--- src/rtl/amb_cok_dongulu_pkg.sv ---
// Shared definitions for the registered integer ALU: operation codes, FSM states
// and the shift-type payload latched across iterative shift cycles.
package amb_cok_dongulu_pkg;

    typedef enum logic [3:0] {
        AMB_TOPLAMA = 4'h0,
        AMB_CIKARMA = 4'h1,
        AMB_XOR     = 4'h2,
        AMB_OR      = 4'h3,
        AMB_AND     = 4'h4,
        AMB_SLT     = 4'h5,
        AMB_SLTU    = 4'h6,
        AMB_GECIR   = 4'h7,
        AMB_SLL     = 4'h8,
        AMB_SRL     = 4'h9,
        AMB_SRA     = 4'hA,
        AMB_MIN     = 4'hB,
        AMB_MAX     = 4'hC,
        AMB_MINU    = 4'hD,
        AMB_MAXU    = 4'hE
    } amb_islem_e;

    typedef enum logic {
        BOSTA  = 1'b0,
        KAYDIR = 1'b1
    } amb_durum_e;

    typedef struct packed {
        logic sola;
        logic aritmetik;
    } kaydirma_tur_t;

    function automatic logic kaydirma_mi(input logic [3:0] kontrol);
        return (kontrol == AMB_SLL) || (kontrol == AMB_SRL) || (kontrol == AMB_SRA);
    endfunction

    function automatic kaydirma_tur_t kaydirma_turu(input logic [3:0] kontrol);
        kaydirma_tur_t tur;
        tur.sola      = (kontrol == AMB_SLL);
        tur.aritmetik = (kontrol == AMB_SRA);
        return tur;
    endfunction

endpackage

--- src/rtl/amb_cok_dongulu_kaydirma_adimi.sv ---
// One combinational shift step; the caller bounds the amount to the per-cycle step.
module amb_kaydirma_adimi #(
    parameter int unsigned XLEN = 32,
    parameter int unsigned SHW  = $clog2(XLEN)
) (
    input  logic [XLEN-1:0] deger,
    input  logic [SHW-1:0]  miktar,
    input  logic            sola,
    input  logic            aritmetik,
    output logic [XLEN-1:0] sonuc
);

    always_comb begin
        if (sola) begin
            sonuc = deger << miktar;
        end else if (aritmetik) begin
            sonuc = XLEN'($signed(deger) >>> miktar);
        end else begin
            sonuc = deger >> miktar;
        end
    end

endmodule

--- src/rtl/amb_cok_dongulu.sv ---
// Registered integer ALU with valid/ready on both sides, tag passthrough and an
// iterative shifter that moves at most KAYDIRMA_ADIM bits per cycle.
module amb_cok_dongulu
    import amb_cok_dongulu_pkg::*;
#(
    parameter int unsigned XLEN          = 32,
    parameter int unsigned KAYDIRMA_ADIM = XLEN,
    parameter int unsigned ETIKET_BIT    = 5
) (
    input  logic                  clk_i,
    input  logic                  rst_ni,
    input  logic                  gecerli_i,
    output logic                  hazir_o,
    input  logic [3:0]            kontrol_i,
    input  logic [XLEN-1:0]       deger1_i,
    input  logic [XLEN-1:0]       deger2_i,
    input  logic [ETIKET_BIT-1:0] etiket_i,
    input  logic                  iptal_i,
    output logic                  gecerli_o,
    input  logic                  hazir_i,
    output logic [XLEN-1:0]       sonuc_o,
    output logic [ETIKET_BIT-1:0] etiket_o
);

    localparam int unsigned SHW = $clog2(XLEN);
    localparam int unsigned AW  = SHW + 1;
    localparam logic [AW-1:0] ADIM = AW'(KAYDIRMA_ADIM);

    amb_durum_e            durum_q, durum_d;
    logic [XLEN-1:0]       calisma_q, calisma_d;
    logic [SHW-1:0]        kalan_q, kalan_d;
    kaydirma_tur_t         tur_q, tur_d;
    logic [ETIKET_BIT-1:0] etiket_is_q, etiket_is_d;
    logic                  gecerli_d;
    logic [XLEN-1:0]       sonuc_d;
    logic [ETIKET_BIT-1:0] etiket_d;

    logic                  cikis_bos;
    logic                  kabul;
    logic [XLEN-1:0]       alu_sonuc;
    logic [XLEN-1:0]       kd_deger;
    logic [AW-1:0]         kd_ham;
    logic [AW-1:0]         kd_adim;
    logic [AW-1:0]         kd_kalan;
    logic                  son_adim;
    kaydirma_tur_t         kd_tur;
    logic [XLEN-1:0]       kd_sonuc;
    logic                  slt, sltu;

    assign cikis_bos = !gecerli_o || hazir_i;
    assign hazir_o   = (durum_q == BOSTA) && cikis_bos;
    assign kabul     = gecerli_i && hazir_o && !iptal_i;

    // Shifter operand select: fresh operands when idle, working register while iterating.
    always_comb begin
        kd_deger = deger1_i;
        kd_ham   = {1'b0, deger2_i[SHW-1:0]};
        kd_tur   = kaydirma_turu(kontrol_i);
        if (durum_q == KAYDIR) begin
            kd_deger = calisma_q;
            kd_ham   = {1'b0, kalan_q};
            kd_tur   = tur_q;
        end
        kd_adim  = (kd_ham > ADIM) ? ADIM : kd_ham;
        kd_kalan = kd_ham - kd_adim;
        son_adim = (kd_ham <= ADIM);
    end

    amb_kaydirma_adimi #(
        .XLEN (XLEN),
        .SHW  (SHW)
    ) u_kaydirma_adimi (
        .deger     (kd_deger),
        .miktar    (SHW'(kd_adim)),
        .sola      (kd_tur.sola),
        .aritmetik (kd_tur.aritmetik),
        .sonuc     (kd_sonuc)
    );

    assign slt  = $signed(deger1_i) < $signed(deger2_i);
    assign sltu = deger1_i < deger2_i;

    // Single-cycle operations; unknown codes produce zero.
    always_comb begin
        alu_sonuc = '0;
        case (kontrol_i)
            AMB_TOPLAMA: alu_sonuc = deger1_i + deger2_i;
            AMB_CIKARMA: alu_sonuc = deger1_i - deger2_i;
            AMB_XOR:     alu_sonuc = deger1_i ^ deger2_i;
            AMB_OR:      alu_sonuc = deger1_i | deger2_i;
            AMB_AND:     alu_sonuc = deger1_i & deger2_i;
            AMB_SLT:     alu_sonuc = {{(XLEN-1){1'b0}}, slt};
            AMB_SLTU:    alu_sonuc = {{(XLEN-1){1'b0}}, sltu};
            AMB_GECIR:   alu_sonuc = deger2_i;
            AMB_MIN:     alu_sonuc = slt  ? deger1_i : deger2_i;
            AMB_MAX:     alu_sonuc = slt  ? deger2_i : deger1_i;
            AMB_MINU:    alu_sonuc = sltu ? deger1_i : deger2_i;
            AMB_MAXU:    alu_sonuc = sltu ? deger2_i : deger1_i;
            default:     alu_sonuc = '0;
        endcase
    end

    // Next-state and output-register update.
    always_comb begin
        durum_d     = durum_q;
        calisma_d   = calisma_q;
        kalan_d     = kalan_q;
        tur_d       = tur_q;
        etiket_is_d = etiket_is_q;
        gecerli_d   = gecerli_o && !hazir_i;
        sonuc_d     = sonuc_o;
        etiket_d    = etiket_o;

        if (iptal_i) begin
            gecerli_d = 1'b0;
            durum_d   = BOSTA;
            kalan_d   = '0;
        end else begin
            case (durum_q)
                BOSTA: begin
                    if (kabul) begin
                        if (kaydirma_mi(kontrol_i) && !son_adim) begin
                            calisma_d   = kd_sonuc;
                            kalan_d     = SHW'(kd_kalan);
                            tur_d       = kd_tur;
                            etiket_is_d = etiket_i;
                            durum_d     = KAYDIR;
                        end else begin
                            gecerli_d = 1'b1;
                            sonuc_d   = kaydirma_mi(kontrol_i) ? kd_sonuc : alu_sonuc;
                            etiket_d  = etiket_i;
                        end
                    end
                end
                KAYDIR: begin
                    // Once kalan reaches zero the step is a no-op, freezing the value.
                    calisma_d = kd_sonuc;
                    kalan_d   = SHW'(kd_kalan);
                    if (son_adim && cikis_bos) begin
                        gecerli_d = 1'b1;
                        sonuc_d   = kd_sonuc;
                        etiket_d  = etiket_is_q;
                        durum_d   = BOSTA;
                    end
                end
                default: durum_d = BOSTA;
            endcase
        end
    end

    always_ff @(posedge clk_i or negedge rst_ni) begin
        if (!rst_ni) begin
            durum_q     <= BOSTA;
            calisma_q   <= '0;
            kalan_q     <= '0;
            tur_q       <= '0;
            etiket_is_q <= '0;
            gecerli_o   <= 1'b0;
            sonuc_o     <= '0;
            etiket_o    <= '0;
        end else begin
            durum_q     <= durum_d;
            calisma_q   <= calisma_d;
            kalan_q     <= kalan_d;
            tur_q       <= tur_d;
            etiket_is_q <= etiket_is_d;
            gecerli_o   <= gecerli_d;
            sonuc_o     <= sonuc_d;
            etiket_o    <= etiket_d;
        end
    end

endmodule

--- config.mk ---
export PLATFORM = sky130hd
export DESIGN_NAME = amb_cok_dongulu
export DESIGN_NICKNAME = d
export VERILOG_FILES = /design/src/rtl/amb_cok_dongulu_pkg.sv /design/src/rtl/amb_cok_dongulu_kaydirma_adimi.sv /design/src/rtl/amb_cok_dongulu.sv
export SDC_FILE = /design/constraint.sdc
export NUM_CORES = 1
export LEC_CHECK = 0
export ABC_AREA = 1
export BUFFER_PORTS_ARGS = -buffer_cell sky130_fd_sc_hd__buf_4
export CAP_MARGIN = 15
export CORE_MARGIN = 8
export CORE_UTILIZATION = 30
export DETAILED_ROUTE_END_ITERATION = 16
export GPL_TIMING_DRIVEN = 1
export PLACE_DENSITY = 0.57
export RECOVER_POWER = 50
export SLEW_MARGIN = 10
export SYNTH_ARGS = -nofsm -noshare
export SYNTH_HDL_FRONTEND = slang
export SYNTH_SLANG_ARGS = --single-unit
export TNS_END_PERCENT = 1
--- constraint.sdc ---
create_clock -name clk_i -period 2.6 [get_ports clk_i]
set_clock_uncertainty 0.15 [all_clocks]
set_input_delay 0.78 -clock clk_i [delete_from_list [all_inputs] [get_ports clk_i]]
set_output_delay 0.78 -clock clk_i [all_outputs]
set_load 0.1 [all_outputs]
; ---- Word level (Yosys, flattened, before mapping)
; Index checks and enable logic that the tools add are counted.
[op_classes]
bitwise = 5
n_reduce_logical = 18
magnitude_cmp = 4
n_shift = 3
muxes = 37
n_eq_ne = 20
add_sub_neg = 3
[op_table]
columns = op, count
row1 = 2-to-1 mux 32 bit, 13
row2 = one-hot mux 32 bit (12 select lines), 1
row3 = one-hot mux 32 bit (2 select lines), 2
row4 = < comparator 32 bit, 2
row5 = 2-to-1 mux 5 bit, 8
row6 = adder 32 bit, 1
row7 = AND 32 bit, 1
row8 = OR 32 bit, 1
row9 = left shift 32 x 5 -> 32 bit, 1
row10 = >> shifter 32 x 5 -> 32 bit, 1
row11 = >>> shifter 32 x 5 -> 32 bit, 1
row12 = subtractor 32 bit, 1
row13 = bitwise XOR 32 bit, 1
row14 = "equality test 4 bit, second input constant", 7
row15 = one-hot mux 5 bit (2 select lines), 2
row16 = "equality test 4 x 3 -> 1 bit, second input constant", 4
row17 = "equality test 4 x 2 -> 1 bit, second input constant", 2
row18 = 2-to-1 mux 1 bit, 8
row19 = AND reduction 4 bit, 2
row20 = "> comparator 6 bit, second input constant", 1
row21 = "less-or-equal comparator 6 bit, second input constant", 1
row22 = logical AND 1 bit, 6
row23 = subtractor 5 bit, 1
row24 = "equality test 4 x 1 -> 1 bit, second input constant", 1
row25 = other kinds (12), 21
[word_totals]
word_cells = 99
in_bits = 78
ff_bits = 83

; ---- Logic depth before layout (Yosys ltp)
; Gate-level depths: netlist (run 1).
[logic_depth]
word_depth = 10
mapped_depth = 23
depth_no_buf = 21

; ---- Cells and area by module
; From an unflattened synthesis (run 1), not the netlist that was laid out.
[hier_totals]
hier_cells = 2731
area_unflattened_um2 = 15287.2
[by_module_without_submodules]
columns = module, area_each_um2, n_inst, cells_per_inst, seq_area_each_um2
row1 = amb_cok_dongulu, 11539.8, 1, 1991, 1776.7
row2 = amb_kaydirma_adimi, 3747.3, 1, 740, 0.0

; ---- Least setup slack after synthesis (run 1)
; OpenSTA, ideal clock, no wires.
[synth_path]
path_kind = register to output
from = register gecerli_o
to = output port hazir_o
t_arrival_ps = 2351
t_required_ps = 1670
n_path_buf = 0
slack_ps = -681
stages_incl_launch_ff = 4
cell_sequence = dfrtp_1 -> inv_1 -> nor2_1 -> nor2_1
[synth_between]
elab_chain_cells = 3
[synth_lines]
columns = item, line_no
row1 = "start, declared", amb_cok_dongulu.sv:19  ; output logic gecerli_o,
row2 = "start signal, assigned", amb_cok_dongulu.sv:167  ; gecerli_o <= gecerli_d;
row3 = zero test 1 bit, amb_cok_dongulu.sv:50  ; assign cikis_bos = !gecerli_o || hazir_i;
row4 = logical OR 1 bit, amb_cok_dongulu.sv:50
row5 = logical AND 1 bit, amb_cok_dongulu.sv:51  ; assign hazir_o = (durum_q == BOSTA) && cikis_bos;
row6 = "end, declared", amb_cok_dongulu.sv:13  ; output logic hazir_o,
; No other way between the ends.

; ---- Final worst setup path (run 1)
[layout_path]
from = input port deger1_i[0]
to = register sonuc_o[6]
[layout_between]
elab_chain_cells = 8
word_cells_on_any_way = 20
[layout_lines]
columns = item, line_no
row1 = "start, declared", amb_cok_dongulu.sv:15  ; input logic [XLEN-1:0] deger1_i,
row2 = branches (longest 7 deep; another with < comparator 32 bit), n/a
row3 = one-hot mux 32 bit (2 select lines) (*), amb_cok_dongulu.sv:119  ; case (durum_q)
row4 = "end signal, assigned", amb_cok_dongulu.sv:168  ; sonuc_o <= sonuc_d;
row5 = "end, declared", amb_cok_dongulu.sv:21  ; output logic [XLEN-1:0] sonuc_o,
; Mark *: on every way between the ends. The select of a mux whose other input is x is not followed.
; A chain may end at the register's enable or synchronous reset.

==> results of run 1 <==
==> what timing repair did <==
action / CTS / global route
endpoints found under the setup margin: 33 / 33
cloned: 1 / 2
buffers inserted: 6 / 13
pin swaps: 29 / 46
resized for setup: 140 / 112
==> final timing paths <==
check | depth (start not counted) | slack (ns) | end
max | 19 | -0.47 | sonuc_o[6]$_DFFE_PN0P_
min | 0 | 0.22 | calisma_q[31]$_DFFE_PN0P_
max reg2reg | 14 | -0.36 | sonuc_o[5]$_DFFE_PN0P_
min reg2reg | 0 | 0.22 | calisma_q[31]$_DFFE_PN0P_
max in group asynchronous | 2 | 0.35 | sonuc_o[26]$_DFFE_PN0P_
min in group asynchronous | 1 | 0.33 | calisma_q[12]$_DFFE_PN0P_
==> power groups by stage <==
stage	logic (µW)	clock network (µW)	registers, µW
2_1_floorplan	1910	0	2150
3_3_place_gp	5070	0	1380
3_5_place_dp	5070	0	1380
4_1_cts	5260	1500	1360
5_1_grt	5840	1530	1370
6_report	5500	1480	1360
==> worst max-delay path, cell delays in order <==
cell,delay (ns)
buf_12,0.10
inv_12,0.03
ha_4,0.16
fa_2,0.33
nand3b_1,0.18
nand2_2,0.10
nand2_2,0.07
nand2_4,0.09
nand2_4,0.07
nand2_4,0.11
nand2_8,0.10
nand3_4,0.12
clkinvlp_4,0.26
nand2_1,0.13
o211ai_1,0.10
nor2_1,0.15
nand4_1,0.17
nand2_1,0.10
nand2_1,0.05
==> cell families after synthesis <==
kind of cell | count (synthesis) | synth area share [%]
simple gates | 1710 | 49.6
xor+xnor | 4 | 0.242
fa+ha+maj | 100 | 8.73
buf+inv | 452 | 12.3
flops | 71 | 12.3
compound gates | 414 | 16.8
==> registers in the layout (all words and copies together) (netlist names) <==
signal	count
sonuc_o	32
gecerli_o	1
durum_q	1
calisma_q	32
etiket_o	5
==> area by class of cell <==
cell class | instances | area, µm²
repair buffers | 838 | 6770
clock inverters | 4 | 77.6
multi-input cells | 2229 | 11900
fillers | 5184 | 25100
inverters | 289 | 1110
clock buffers | 11 | 253
well taps | 615 | 769
flip-flops and latches | 71 | 1780
==> routing by layer <==
| layer | vias up | global-route usage (%) |
|---|---|---|
| li1 | 10372 | - |
| met1 | 9833 | 39.8 |
| met4 | 2 | 14.7 |
| met5 | - | 0 |
| met2 | 1130 | 44.7 |
| met3 | 202 | 5.65 |
==> cell usage in the layout (no fill, tap or decap), types with 8 or more instances in the layout <==
cell / Yosys / routed
ha_1: 98 / 67
buf_12: 0 / 33
nor2_1: 284 / 252
nand3_1: 405 / 387
nand2_1: 915 / 878
nor2_2: 6 / 27
o21bai_1: 13 / 13
buf_6: 4 / 12
nand2_2: 6 / 31
dfrtp_1: 71 / 71
o21ai_1: 6 / 15
a21oi_2: 4 / 24
or2_2: 10 / 10
nor2_4: 0 / 11
o221ai_1: 10 / 10
o21a_1: 9 / 9
nor3_1: 17 / 12
o21ai_0: 131 / 117
o211ai_1: 48 / 48
a21oi_1: 138 / 115
a211oi_1: 9 / 9
nand2_4: 0 / 8
buf_4: 6 / 788
ha_4: 0 / 24
clkbuf_16: 0 / 9
inv_1: 265 / 241
o22ai_1: 24 / 24
nand3b_1: 8 / 8
inv_2: 16 / 33
nand4_1: 46 / 46
nand3_2: 1 / 17
==> stage by stage <==
stage	setup slack (ns)	area (µm²)	util (%)
global placement	-1.13	21200	44.4
global route	-0.563	22700	47.4
CTS	-0.449	22100	46.4
finish	-0.468	22700	47.4
detailed placement	-1.15	21200	44.4
floorplan	-0.479	14600	-
==> results_dict.tcl, run 1 <==
set metrics [dict create \
    status "finished, violations left" \
    violations "setup timing" \
    final_antenna_net_count 0 \
    top_layer "met5" \
    start_util_pct 30.4 \
    p_sw_uw 4210 \
    r2r-start "durum_q$_DFF_PN0_" \
    cp_data_arrival_time_ns 3.19 \
    setup_slack_ns -0.468 \
    power_density_mw_per_mm2 368 \
    grtUsageTotal_pct 29.6 \
    clk_latency_ns 0.38 \
    syn_area_per_cell_um2 5.27 \
    slew_headroom_pct 26.4 \
    cp-start-kind "input pin" \
    async_flop_share_pct 100 \
    timing.critical_path.from "deger1_i[0]" \
    grt_max_degree 45 \
    clockRootBuffer "clkbuf_16" \
    seqPwrFrac_pct 16.3 \
    htreeDepth 3 \
    finalHoldViolations 0 \
    hold_buffers 0 \
    ys_ff_latch 71 \
    holdWs_ns 0.219 \
    io_buffers 116 \
    rows 80 \
    routed-wl-met3_mm 8.24 \
    io_pins 117 \
    finalNonFillerCells 4057 \
    internal_power_uw 4130 \
    fin_crit_ns 3.07 \
    period_share_pct 118 \
    syn_to_final_growth_pct 56.3 \
    tns_ns -12.72 \
    dieArea_mm2 0.0556 \
    seq_area_frac_synth_pct 12.3 \
    dr_wl_met2_mm 35.9 \
    synth_common_cells "915 x nand2_1, 405 x nand3_1, 284 x nor2_1" \
    netlist_instances 2751 \
    power.total_uw 8340 \
    avgRoutedWirePerCell_um 21.0 \
    maxCapViolCount 0 \
    rsz0062_at_grt "true" \
    nets 3616 \
    critPathMaxFanout 8 \
    worst-slew-pin-transition_ns 1.10 \
    ys_top_cells_by_area "nand2_1 24%, nand3_1 14%, dfrtp_1 12%" \
    antenna_cells 0 \
    vias 21539 \
    wl_met1_mm 36.4 \
    p_clk_share_pct 17.7 \
    path_clk_slew_ns 0.06 \
    setup_violations 32 \
    grt_pass1_wl_mm 126 \
    ir_drop_mv 0.305 \
    yosysWarnings 0 \
    power.share.switching_pct 50.5 \
    avgViaCountPerCell 5.31 \
    yosysMostFrequentCell "nand2_1" \
    netlist_area_mm2 0.0145 \
    numCtsBuffers 9 \
    synth_top_area_share_pct 23.7 \
    dp_hpwl_mm 71.2 \
    first_iter_violations 2551 \
    cts_tree "built" \
    place_inst 4020 \
    hp-class "reg -> reg" \
    first_pass_iters 9 \
    fp.dieH_um 236 \
    synth_top_cell_by_area "nand2_1" \
    required_ns 2.72 \
    drc_errors 0 \
    p_leak_uw 0.0119 \
    final_layout_size_suffix_gt1_share_pct 31.5 \
    grt.overflow.total 0 \
    fmaxAchievable_mhz 326 \
    final-max-slew-violation-count 0 \
    combPwrFrac_pct 66.0 \
    routed_wirelength_mm 85.3 \
    endpoint_kind "register" \
    synth_cell_types 47 \
    antenna_found_initial 1 \
    place.gp.congestion 1.02 \
    core_area_mm2 0.0477 \
    ys.flop_type "dfrtp_1" \
    synthesis.nets 2929 \
    cts_sinks 71 \
    cts_buffer_depth 2 \
    min_from "calisma_q[31]$_DFFE_PN0P_" \
    die_width_um 236 \
    synth_edf_count 0 \
    grt_pass1_vias 20184 \
    setup.worst_path.class "in -> reg" \
]
No activity file was read; power rests on OpenSTA's default activity.
==> run 2, diff against run 1 <==
--- a/config.mk
+++ b/config.mk
@@ -10,6 +10,7 @@
 export CAP_MARGIN = 15
 export CORE_MARGIN = 8
 export CORE_UTILIZATION = 30
+export CTS_BUF_LIST = sky130_fd_sc_hd__clkbuf_8
 export DETAILED_ROUTE_END_ITERATION = 16
 export GPL_TIMING_DRIVEN = 1
 export PLACE_DENSITY = 0.57
==> run 2 against run 1 <==
Against the previous run: the flow finishes with violations (capacitance limit, slew limit, setup timing); setup slack got worse by 0.011 ns; clock power down 24%; final area hardly changed; critical endpoint is now sonuc_o[12]$_DFFE_PN0P_; combinational power about the same.
==> results_dict.tcl, run 2 (synthesized netlist as in run 1, its figures left out) <==
set metrics [dict create \
    htreeDepth 3 \
    avgViaCountPerCell 5.30 \
    cp-start-kind "input pin" \
    endpoint_kind "register" \
    place.gp.congestion 1.02 \
    violations "capacitance limit, slew limit, setup timing" \
    numCtsBuffers 9 \
    p_leak_uw 0.0119 \
    final_layout_size_suffix_gt1_share_pct 32.1 \
    slowest_stage "fa_2" \
    status "finished, violations left" \
    final_common_cell "nand2_1" \
    clockRootBuffer "clkbuf_8" \
    crit_chain "buf_8, ha_4, fa_2, nand3b_1, nand2_2, nand2_2, nand2_4, nand2_4, nand2_4, nand2_8, nand2_8, buf_4, buf_8, a21oi_1, o21ai_0, nand2_1, nor2_2, nand4_1, nand2_1, nand2_1" \
    critPathMaxFanout 16 \
    hp-class "reg -> reg" \
    grt.overflow.total 0 \
    power_density_mw_per_mm2 354 \
    required_ns 2.77 \
    die_width_um 236 \
    min_from "calisma_q[31]$_DFFE_PN0P_" \
    fp.dieH_um 236 \
    period_share_pct 118 \
    antenna_found_initial 1 \
    syn_to_final_growth_pct 56.4 \
    io_buffers 116 \
    reg_top3 "calisma_q: 32 flops, sonuc_o: 32 flops, etiket_o: 5 flops" \
    final-max-slew-violation-count 29 \
    first_pass_iters 6 \
    critPathTopFamily "simple AND/OR/NAND/NOR gates" \
    cts_sinks 71 \
    fmaxAchievable_mhz 325 \
    avgRoutedWirePerCell_um 21.1 \
    drc_errors 0 \
    dp_slack_ns -1.15 \
    io_pins 117 \
    cp_data_arrival_time_ns 3.24 \
    r2r-start "durum_q$_DFF_PN0_" \
    setup.worst_path.class "in -> reg" \
    nets 3621 \
    first_iter_violations 2748 \
    worst-slew-pin-transition_ns 1.87 \
    vias 21520 \
    fin_crit_ns 3.08 \
    place_area_mm2 0.0212 \
    core_area_mm2 0.0477 \
    dieArea_mm2 0.0556 \
    rsz0062_at_grt "true" \
    rr_worst_depth 14 \
    cp_slowest_stage_delay_ns 0.36 \
    dp_hpwl_mm 71.2 \
    whs_path_depth 0 \
    grt_pass1_vias 20119 \
    setup_violations 32 \
    setup_slack_ns -0.479 \
    final_antenna_net_count 0 \
    grt_max_degree 45 \
    cts_buffer_depth 2 \
    grtUsageTotal_pct 29.5 \
    cts_tree "built" \
    start_util_pct 30.4 \
    reg2reg_to "sonuc_o[5]$_DFFE_PN0P_" \
    ir_drop_mv 0.305 \
    tns_ns -12.78 \
    slew_headroom_pct -24.7 \
    antenna_cells 0 \
    path_buf_inv 3 \
    routed_wirelength_mm 85.5 \
    path_clk_slew_ns 0.09 \
    grt_pass1_wl_mm 126 \
    design_area_mm2 0.0227 \
    r2r_slack_ns -0.34 \
    mostFrequentLayoutCells "874 x nand2_1, 792 x buf_4, 388 x nand3_1" \
    finalHoldViolations 0 \
    hold-path-endpoint "calisma_q[31]$_DFFE_PN0P_" \
    maxCapViolCount 1 \
    rows 80 \
    clk_latency_ns 0.42 \
]
[run 2: through the flow]
step	power (µW)	utilization, %	hold slack (ns)	cells
5_1_grt	8420	47.5	0.238	4062
3_3_place_gp	6460	44.4	0.211	4020
2_1_floorplan	4060	-	0.274	2751
6_report	8010	47.5	0.224	4062
3_5_place_dp	6450	44.4	0.210	4020
4_1_cts	7780	46.2	0.144	4043
[run 2: final cells by class]
| class | instances | area [µm²] |
|---|---|---|
| Fill cell | 5182 | 25100 |
| Multi-Input combinational cell | 2228 | 11900 |
| Timing Repair Buffer | 844 | 6840 |
| Sequential cell | 71 | 1780 |
| Inverter | 289 | 1110 |
| Tap cell | 615 | 769 |
| Clock buffer | 11 | 151 |
| Clock inverter | 4 | 77.6 |
[run 2: worst max-delay path by stage]
stage	start	to	slack, ns	depth (start not counted)
final	deger2_i[0]	sonuc_o[12]$_DFFE_PN0P_	-0.48	20
after global routing	deger2_i[12]	sonuc_o[13]$_DFFE_PN0P_	-0.55	23
after CTS	deger1_i[0]	sonuc_o[0]$_DFFE_PN0P_	-0.40	20
after detailed placement	deger1_i[0]	sonuc_o[0]$_DFFE_PN0P_	-1.15	20
after global placement	deger1_i[0]	sonuc_o[25]$_DFFE_PN0P_	-1.13	22
after floorplan	deger1_i[0]	sonuc_o[28]$_DFFE_PN0P_	-0.48	22
[run 2: what timing repair did]
action / 4_1_cts / 5_1_grt
pin swaps: 33 / 57
setup buffers: 7 / 18
gates resized for setup: 145 / 134
hold buffers: 0 / 0
gates cloned: 1 / 1
setup endpoints to repair: 33 / 33
[run 2: routing by layer]
layer	vias to the layer above	global-route usage [%]	wire, µm	part of all wire [%]
met5	-	0	13	0.015
met4	2	13.7	4440	5.2
met3	196	5.46	7520	8.8
met2	1117	44.9	36300	42
met1	9822	39.8	37200	44
li1	10383	-	-	-
[run 2: where the power goes]
| part | switching [µW] | internal (µW) |
|---|---|---|
| clock network | 533 | 592 |
| registers | 141 | 1220 |
| logic | 3500 | 2030 |
| total | 4170 | 3840 |
==> run 3, diff against run 2 <==
--- a/config.mk
+++ b/config.mk
@@ -19,4 +19,4 @@
 export SYNTH_ARGS = -nofsm -noshare
 export SYNTH_HDL_FRONTEND = slang
 export SYNTH_SLANG_ARGS = --single-unit
-export TNS_END_PERCENT = 1
+export TNS_END_PERCENT = 100
==> run 3 against run 2 <==
Against the previous run: the flow finishes with violations (setup timing); via count about the same; utilization up 0.54 points; setup slack better by 0.085 ns; first-iteration DRC count down 12%; final area up 1.1%; critical path depth up 3; maximum frequency up 2.8%; flip-flop and latch count unchanged; clock power down 14%; critical endpoint is now sonuc_o[7]$_DFFE_PN0P_; highest routed layer unchanged.
==> results_dict.tcl, run 3 (synthesized netlist as in run 1, its figures left out) <==
set metrics [dict create \
    status "finished, violations left" \
    violations "setup timing" \
    mostFrequentLayoutCells "856 x nand2_1, 768 x buf_4, 370 x nand3_1" \
    grt_use_met2_pct 45.0 \
    rsz0062_at_grt "true" \
    place_area_mm2 0.0213 \
    dieArea_mm2 0.0556 \
    nets 3619 \
    path_clk_slew_ns 0.08 \
    grt-busiest-layer "met2" \
    avgRoutedWirePerCell_um 20.9 \
    routed_wirelength_mm 84.9 \
    clk_latency_ns 0.40 \
    cts_buffer_depth 2 \
    rows 80 \
    core_area_mm2 0.0477 \
    reg_top3 "calisma_q: 32 flops, sonuc_o: 32 flops, etiket_o: 5 flops" \
    fin_crit_ns 2.99 \
    power_density_mw_per_mm2 346 \
    clockRootBuffer "clkbuf_8" \
    syn_to_final_growth_pct 58.1 \
    place.gp.congestion 1.05 \
    start_util_pct 30.4 \
    tns_ns -10.80 \
    cp_data_arrival_time_ns 3.13 \
    ir_drop_mv 0.346 \
    grt_pass1_vias 20381 \
    numCtsBuffers 9 \
    use_met3_pct 5.57 \
    critPathMaxFanout 5 \
    slew_headroom_pct 30.5 \
    grt.overflow.total 0 \
    avgViaCountPerCell 5.30 \
    dp_hpwl_mm 71.5 \
    grtUsageTotal_pct 29.4 \
    cts_sinks 71 \
    required_ns 2.74 \
    drc_errors 0 \
    final-max-slew-violation-count 0 \
    final_antenna_net_count 0 \
    maxCapViolCount 0 \
    setup.worst_path.class "in -> reg" \
    antenna_found_initial 2 \
    io_buffers 116 \
    vias 21514 \
    design_area_mm2 0.0229 \
    period_share_pct 115 \
    setup_slack_ns -0.394 \
    p_leak_uw 0.0120 \
    htreeDepth 3 \
    io_pins 117 \
    first_iter_violations 2419 \
    cts_tree "built" \
    worst-slew-pin-transition_ns 1.04 \
    fp.dieH_um 236 \
    endpoint_kind "register" \
    die_width_um 236 \
    first_pass_iters 6 \
    hp-class "reg -> reg" \
    finalHoldViolations 0 \
    holdWs_ns 0.228 \
    grt_max_degree 43 \
    final_common_cell "nand2_1" \
    final_layout_size_suffix_gt1_share_pct 34.0 \
    setup_violations 32 \
    met1_usage_pct 39.0 \
    cp-start-kind "input pin" \
    grt_pass1_wl_mm 126 \
    antenna_cells 0 \
    fmaxAchievable_mhz 334 \
]
run 3: changes by cell type in the layout (fill, tap and decap cells not counted), sizes merged:
cell and change:
buf -3, bufbuf +1, bufinv -1, clkinvlp +1, inv +1
run 3: stage by stage:
| stage | total power (µW) | cells | setup slack (ns) | util (%) |
|---|---|---|---|---|
| 5_1_grt | 8350 | 4061 | -0.520 | 48.0 |
| 3_5_place_dp | 6490 | 4019 | -1.09 | 44.6 |
| 6_report | 7940 | 4061 | -0.394 | 48.0 |
| 3_3_place_gp | 6490 | 4019 | -1.05 | 44.6 |
| 4_1_cts | 7730 | 4052 | -0.342 | 47.0 |
| 2_1_floorplan | 4120 | 2751 | -0.471 | - |
run 3: path summary, 6_finish.rpt:
kind                                      startpoint                        end  slack [ns]  cells after the start
max                                      deger1_i[0]     sonuc_o[7]$_DFFE_PN0P_       -0.39                     23
min                        calisma_q[16]$_DFFE_PN0P_  calisma_q[16]$_DFFE_PN0P_        0.23                      0
max reg2reg                        durum_q$_DFF_PN0_    sonuc_o[26]$_DFFE_PN0P_       -0.25                     19
min reg2reg                calisma_q[16]$_DFFE_PN0P_  calisma_q[16]$_DFFE_PN0P_        0.23                      0
max in group asynchronous                     rst_ni  calisma_q[21]$_DFFE_PN0P_        0.37                      2
min in group asynchronous                     rst_ni   calisma_q[3]$_DFFE_PN0P_        0.36                      1
run 3: power breakdown:
part           internal [µW]  switching (µW)  total [µW]
logic                   2070            3520        5590
registers               1220             158        1380
clock network            488             487         975
run 3: worst max-delay path, stage by stage:
cell	delay (ns)
buf_12	0.11
inv_12	0.03
ha_4	0.15
fa_2	0.34
nand3b_1	0.17
nand2_2	0.09
nand2_2	0.07
nand2_4	0.08
nand2_4	0.07
nand2_4	0.09
nand2_4	0.08
buf_6	0.15
nand3_4	0.09
nand2_8	0.09
nand2_4	0.07
buf_6	0.13
buf_6	0.11
buf_6	0.08
nor2_2	0.02
nor2_1	0.08
nand4_1	0.11
nand2_1	0.08
nand2_1	0.04
run 3: final cells by class:
| class | instances | area, µm² |
|---|---|---|
| clock inverters | 5 | 50.0 |
| flip-flops and latches | 71 | 1780 |
| well taps | 615 | 769 |
| clock buffers | 11 | 151 |
| multi-input cells | 2228 | 12100 |
| fillers | 5018 | 24800 |
| repair buffers | 842 | 6900 |
| inverters | 289 | 1140 |
run 3: metal layers:
| layer | part of all wire [%] | up-vias | routed length (µm) |
|---|---|---|---|
| met2 | 42 | 1118 | 35900 |
| li1 | - | 10396 | - |
| met3 | 9.4 | 234 | 7950 |
| met4 | 6.3 | 2 | 5320 |
| met1 | 42 | 9764 | 35800 |
| met5 | 0.013 | - | 11 |
run 3: what timing repair did:
| action | in CTS | in global routing |
|---|---|---|
| buffers inserted | 15 | 11 |
| resized for setup | 215 | 140 |
| pin swaps | 73 | 78 |
| endpoints found under the setup margin | 32 | 32 |
| hold buffers | 0 | 0 |
| cloned | 2 | 0 |
